$ cat src/rtl/nv_csa_reduce_seq.sv
// Multi-beat carry-save reduction sequencer: folds NUM_IN lanes per beat into a sum/carry pair,
// then resolves with one carry-propagate add. Define NVDLA_CSA_SEQ_SAT_EN for saturating output.
module nv_csa_reduce_seq #(
   parameter int unsigned NUM_IN = 8,
   parameter int unsigned IN_W   = 8,
   parameter int unsigned ACC_W  = 32,
   parameter int unsigned OUT_W  = 24
) (
   input  logic                     nvdla_core_clk,
   input  logic                     nvdla_core_rst,
   input  logic                     in_valid,
   output logic                     in_ready,
   input  logic                     in_last,
   input  logic [NUM_IN-1:0]        in_mask,
   input  logic [NUM_IN*IN_W-1:0]   in_data,
   output logic                     out_valid,
   input  logic                     out_ready,
   output logic [OUT_W-1:0]         out_data,
   output logic [15:0]              out_beats,
   output logic                     out_sat,
   output logic                     busy
);

   localparam int NumOps = int'(NUM_IN) + 2;
`ifdef NVDLA_CSA_SEQ_SAT_EN
   localparam int unsigned ResW = ACC_W;
`else
   localparam int unsigned ResW = OUT_W;
`endif

   typedef enum logic [1:0] {StIdle, StAcc, StAdd, StOut} state_e;

   state_e             r_state, w_state_nxt;
   logic [ACC_W-1:0]   r_sum, r_carry;
   logic [15:0]        r_beat_cnt, r_beats;
   logic [ResW-1:0]    r_res;

   logic               w_accept;
   logic [15:0]        w_beat_inc;
   logic [ACC_W-1:0]   w_ops [NumOps];
   logic [ACC_W-1:0]   w_tree_sum, w_tree_carry;

   assign in_ready  = (r_state == StIdle) || (r_state == StAcc);
   assign out_valid = (r_state == StOut);
   assign busy      = (r_state != StIdle);
   assign out_beats = r_beats;
   assign w_accept  = in_valid & in_ready;
   assign w_beat_inc = (r_beat_cnt == 16'hFFFF) ? r_beat_cnt : r_beat_cnt + 16'd1;

   for (genvar g = 0; g < NUM_IN; g++) begin : g_lane
      logic [IN_W-1:0] w_lane;
      assign w_lane   = in_data[g*IN_W +: IN_W];
      assign w_ops[g] = in_mask[g] ? {{(ACC_W-IN_W){w_lane[IN_W-1]}}, w_lane} : '0;
   end
   assign w_ops[NumOps-2] = r_sum;
   assign w_ops[NumOps-1] = r_carry;

   // Level-by-level 3:2 compression; operands left over from a level pass straight through.
   always_comb begin : b_tree
      logic [ACC_W-1:0] w_lvl [NumOps];
      logic [ACC_W-1:0] w_nxt [NumOps];
      int               n, m, rem;
      w_lvl = w_ops;
      n     = NumOps;
      for (int l = 0; l < NumOps; l++) begin
         for (int k = 0; k < NumOps; k++) w_nxt[k] = '0;
         m   = 0;
         rem = n - 3 * (n / 3);
         if (n > 2) begin
            for (int g = 0; g < NumOps / 3; g++) begin
               if (3 * g + 2 < n) begin
                  w_nxt[m]     = w_lvl[3*g] ^ w_lvl[3*g+1] ^ w_lvl[3*g+2];
                  w_nxt[m+1]   = ((w_lvl[3*g] & w_lvl[3*g+1]) | (w_lvl[3*g] & w_lvl[3*g+2]) |
                                  (w_lvl[3*g+1] & w_lvl[3*g+2])) << 1;
                  m            = m + 2;
               end
            end
            for (int r = 0; r < 2; r++) begin
               if (r < rem) begin
                  w_nxt[m] = w_lvl[3*(n/3)+r];
                  m        = m + 1;
               end
            end
            w_lvl = w_nxt;
            n     = m;
         end
      end
      w_tree_sum   = w_lvl[0];
      w_tree_carry = w_lvl[1];
   end

   always_comb begin
      w_state_nxt = r_state;
      unique case (r_state)
         StIdle:  if (w_accept) w_state_nxt = in_last ? StAdd : StAcc;
         StAcc:   if (w_accept && in_last) w_state_nxt = StAdd;
         StAdd:   w_state_nxt = StOut;
         StOut:   if (out_ready) w_state_nxt = StIdle;
         default: w_state_nxt = StIdle;
      endcase
   end

   always_ff @(posedge nvdla_core_clk) begin
      if (nvdla_core_rst) begin
         r_state <= StIdle;
      end else begin
         r_state <= w_state_nxt;
      end
   end

   always_ff @(posedge nvdla_core_clk) begin
      if (nvdla_core_rst) begin
         r_sum      <= '0;
         r_carry    <= '0;
         r_beat_cnt <= '0;
         r_beats    <= '0;
         r_res      <= '0;
      end else begin
         if (w_accept) begin
            r_sum      <= w_tree_sum;
            r_carry    <= w_tree_carry;
            r_beat_cnt <= w_beat_inc;
         end
         if (r_state == StAdd) begin
            r_res   <= ResW'(r_sum + r_carry);
            r_beats <= r_beat_cnt;
         end
         if ((r_state == StOut) && out_ready) begin
            r_sum      <= '0;
            r_carry    <= '0;
            r_beat_cnt <= '0;
         end
      end
   end

`ifdef NVDLA_CSA_SEQ_SAT_EN
   localparam logic [ACC_W-1:0] MaxV = {{(ACC_W-OUT_W+1){1'b0}}, {(OUT_W-1){1'b1}}};
   localparam logic [ACC_W-1:0] MinV = {{(ACC_W-OUT_W+1){1'b1}}, {(OUT_W-1){1'b0}}};

   always_comb begin
      out_data = r_res[OUT_W-1:0];
      out_sat  = 1'b0;
      if ($signed(r_res) > $signed(MaxV)) begin
         out_data = MaxV[OUT_W-1:0];
         out_sat  = 1'b1;
      end else if ($signed(r_res) < $signed(MinV)) begin
         out_data = MinV[OUT_W-1:0];
         out_sat  = 1'b1;
      end
   end
`else
   assign out_data = r_res;
   assign out_sat  = 1'b0;
`endif

endmodule

$ cat config.mk
export PLATFORM = sky130hd
export DESIGN_NAME = nv_csa_reduce_seq
export DESIGN_NICKNAME = d
export VERILOG_FILES = /design/src/rtl/nv_csa_reduce_seq.sv
export SDC_FILE = /design/constraint.sdc
export NUM_CORES = 1
export LEC_CHECK = 0
export CAP_MARGIN = 20
export CORE_AREA = 2 2 196 102
export CTS_BUF_LIST = sky130_fd_sc_hd__clkbuf_8
export DETAILED_ROUTE_END_ITERATION = 7
export DIE_AREA = 0 0 198 104
export PLACE_DENSITY = 0.71
export SLEW_MARGIN = 25
export SYNTH_ARGS = -nofsm -noshare
export SYNTH_HDL_FRONTEND = slang
export SYNTH_SLANG_ARGS = --single-unit
export TNS_END_PERCENT = 100
$ cat constraint.sdc
create_clock -name nvdla_core_clk -period 12.9 [get_ports nvdla_core_clk]
set_input_delay 1.935 -clock nvdla_core_clk [delete_from_list [all_inputs] [get_ports nvdla_core_clk]]
set_output_delay 1.935 -clock nvdla_core_clk [all_outputs]
set_load 0.01 [all_outputs]
==> impl_metrics.tcl <==
set metrics [dict create \
    vias 6288 \
    p_switching_uw 772 \
    synth_edf_count 0 \
    cp-start-kind "input port" \
    synth_top_area_share 0.319 \
    run_status "complete, no violations" \
    synthTopCellsByCount "nand2_1, fa_1, inv_1" \
    wl_microns 19700 \
    htreeDepth 3 \
    swShare 0.457 \
    whs_path_depth 2 \
    clock_skew_ns 0.0141 \
    multiInputGateArea_sq_mm 0.00573 \
    grt_max_degree 62 \
    clk_pin_slew_ns 0.11 \
    setup_viol 0 \
    design_area_sq_mm 0.00997 \
    drtPass1Iterations 5 \
    syn-cell-area_sq_mm 0.00833 \
    cts_buffer_depth 2 \
    place_area_sq_mm 0.00976 \
    clk-insertion-delay-late_ns 0.40 \
    drt_iter0_markers 379 \
    floorplan.die_area_sq_mm 0.0206 \
    gp_congestion 0.818 \
    seq_power_share 0.260 \
    syn-mean-instance-area_sq_um 9.30 \
    synthesis.nets 1137 \
    grt_pass1_wl_microns 33300 \
    internal_power_uw 916 \
    cts_sinks 103 \
    fp.dieW_microns 198 \
    ys_seq_elements 103 \
    regArea_sq_mm 0.00206 \
    vdd_ir_drop_max_mv 0.0803 \
    grt_pass1_vias 6450 \
    synth-async-reset-ratio 0 \
    seq_area_frac_synth 0.247 \
    cts_resized 0 \
    yosysMostFrequentCell "nand2_1" \
    timing.slew.headroom 0.334 \
    rsz0062_at_grt "no" \
    detail_route.wl_per_cell_microns 15.5 \
    slew_viol_final 0 \
    port_buffers 119 \
    worstMarginPinSlew_ns 1.00 \
    diodes 0 \
    syn_to_final_growth_pct 19.6 \
    end_kind "flop" \
    via_per_inst 4.96 \
    p_clk_frac 0.121 \
    antenna_left 0 \
    crit_type "in2reg" \
    rows 36 \
    synth.largest_area_cell "fa_1" \
    critPathRequiredTime_ns 13.23 \
    track_usage 0.204 \
    finalCritPeriodShare 0.465 \
    drv_cap 0 \
    synth.distinct_cells 56 \
    clock.fmax_mhz 167 \
    grt_overflow_total 0 \
    core_area_sq_mm 0.0190 \
    reg2regPathDepth 11 \
    nFillCells 1707 \
    total_power_mw 1.69 \
    p_leak_nw 4.25 \
    period_needed_ns 5.99 \
    synthCells 896 \
    final_nets 1239 \
    crit_fanout 17 \
    initial_core_util 0.439 \
    drive_gt1_frac 0.0299 \
    cts_made_buffers 9 \
    antenna_found_initial 0 \
    post-cts-setup-buffers 0 \
    hold_viol 0 \
    dp_hpwl_microns 15500 \
    hold_path.class "reg2reg" \
    io_pins 121 \
    ys_top_cells_by_area "fa_1, dfxtp_1, nand2_1" \
    cts-root-buf "clkbuf_8" \
    die_h_microns 104 \
    critPathArrivalTime_ns 6.32 \
    ys_warn_count 0 \
    setup_tns_ns 0 \
    drc 0 \
    cts_hold_buf 0 \
    ys.flop_type "dfxtp_1" \
    p_per_area_mw_per_mm2 169 \
    pwr-share-comb 0.619 \
    cts_tree "built" \
]
==> power groups by stage <==
stage                     Combinational (mW)  Clock, mW  Sequential (mW)
after floorplan                        0.755          0            0.431
after global placement                  1.00          0            0.444
after detailed placement                1.04          0            0.445
after CTS                               1.05      0.210            0.438
after global routing                    1.22      0.221            0.448
final                                   1.04      0.205            0.438
==> through the flow <==
step           hold WS (ns)  std cells  setup slack (ns)  utilization
2_1_floorplan         0.466        896              7.29            -
3_3_place_gp          0.450       1253              6.57        0.515
3_5_place_dp          0.451       1253              6.42        0.515
4_1_cts               0.476       1269              6.86        0.525
5_1_grt               0.507       1269              6.70        0.526
6_report              0.474       1269              6.91        0.526
==> path summary, 6_finish.rpt <==
check             slack [ns]      endpoint          from
setup / recovery        6.91      r_sum[7]    in_mask[6]
hold / removal          0.47  out_data[21]  out_data[21]
setup reg to reg        9.52     r_sum[23]     r_sum[22]
hold reg to reg         0.47  out_data[21]  out_data[21]
==> cells by family (layout without fill, tap and decap cells) <==
family                   count (synthesis)  after routing  synth area share
flip-flops                             103            103             0.247
other                                    1              1          0.000450
AO/OA/AOI/OAI                          137            137             0.100
buffers and inverters                  148            255            0.0674
multiplexers                            28             28            0.0336
XOR/XNOR                                26             26            0.0273
AND/OR/NAND/NOR                        289            289             0.158
adder cells (fa/ha/maj)                164            164             0.366
==> flip-flops by register name (all words and copies together), names as in the netlist <==
register,flops
out_beats,16
r_beat_cnt,16
r_state,2
r_sum,24
out_data,24
r_carry,21
==> layer usage <==
metal | vias up | GRT usage | routed length (microns)
met3 | 11 | 0.0674 | 1440
met4 | 0 | 0.0258 | 142
met1 | 3073 | 0.321 | 10200
li1 | 3050 | - | -
met2 | 154 | 0.275 | 7860
met5 | - | 0 | 0
==> critical path, stage by stage <==
cell and delay, ns:
clkdlybuf4s50_1 0.67, and2_1 0.85, fa_1 0.58, fa_1 0.52, inv_1 0.06, fa_1 0.53, inv_1 0.05, fa_1 0.44
fa_1 0.50, nand2_1 0.05, a21oi_1 0.13
==> area by class of cell <==
cell class,count,area share
inverter,116,0.0437
timing repair buffer,123,0.122
clock inverter,7,0.00715
clock buffer,9,0.0124
sequential,103,0.207
tap,266,0.0334
multi-input combinational,645,0.575
==> cell usage in the layout, fill, tap and decap left out, types with 2 or more instances in the layout <==
cell             instances
inv_1                  117
or2_1                    2
inv_6                    2
a21oi_1                 69
a31oi_1                  6
o211a_1                  2
clkinv_8                 2
a21o_1                   9
nor2_1                  47
xnor2_1                 14
o21a_1                   3
a21boi_0                 2
fa_1                   132
buf_4                    4
ha_1                    30
clkbuf_8                 9
nor2b_1                  3
clkdlybuf4s50_1        118
and3_1                   7
o311ai_0                 3
a211o_1                  3
clkinv_4                 2
o31ai_1                  2
xor2_1                  12
nand4_1                  5
nand2_1                151
a211oi_1                 3
nor3_1                   8
or3_1                    8
nand2b_1                 5
and2_1                  39
mux2i_1                 28
o22ai_1                  4
o21ai_0                 18
nand3_1                  5
dfxtp_1                103
Power figures use the tool's default switching activity.
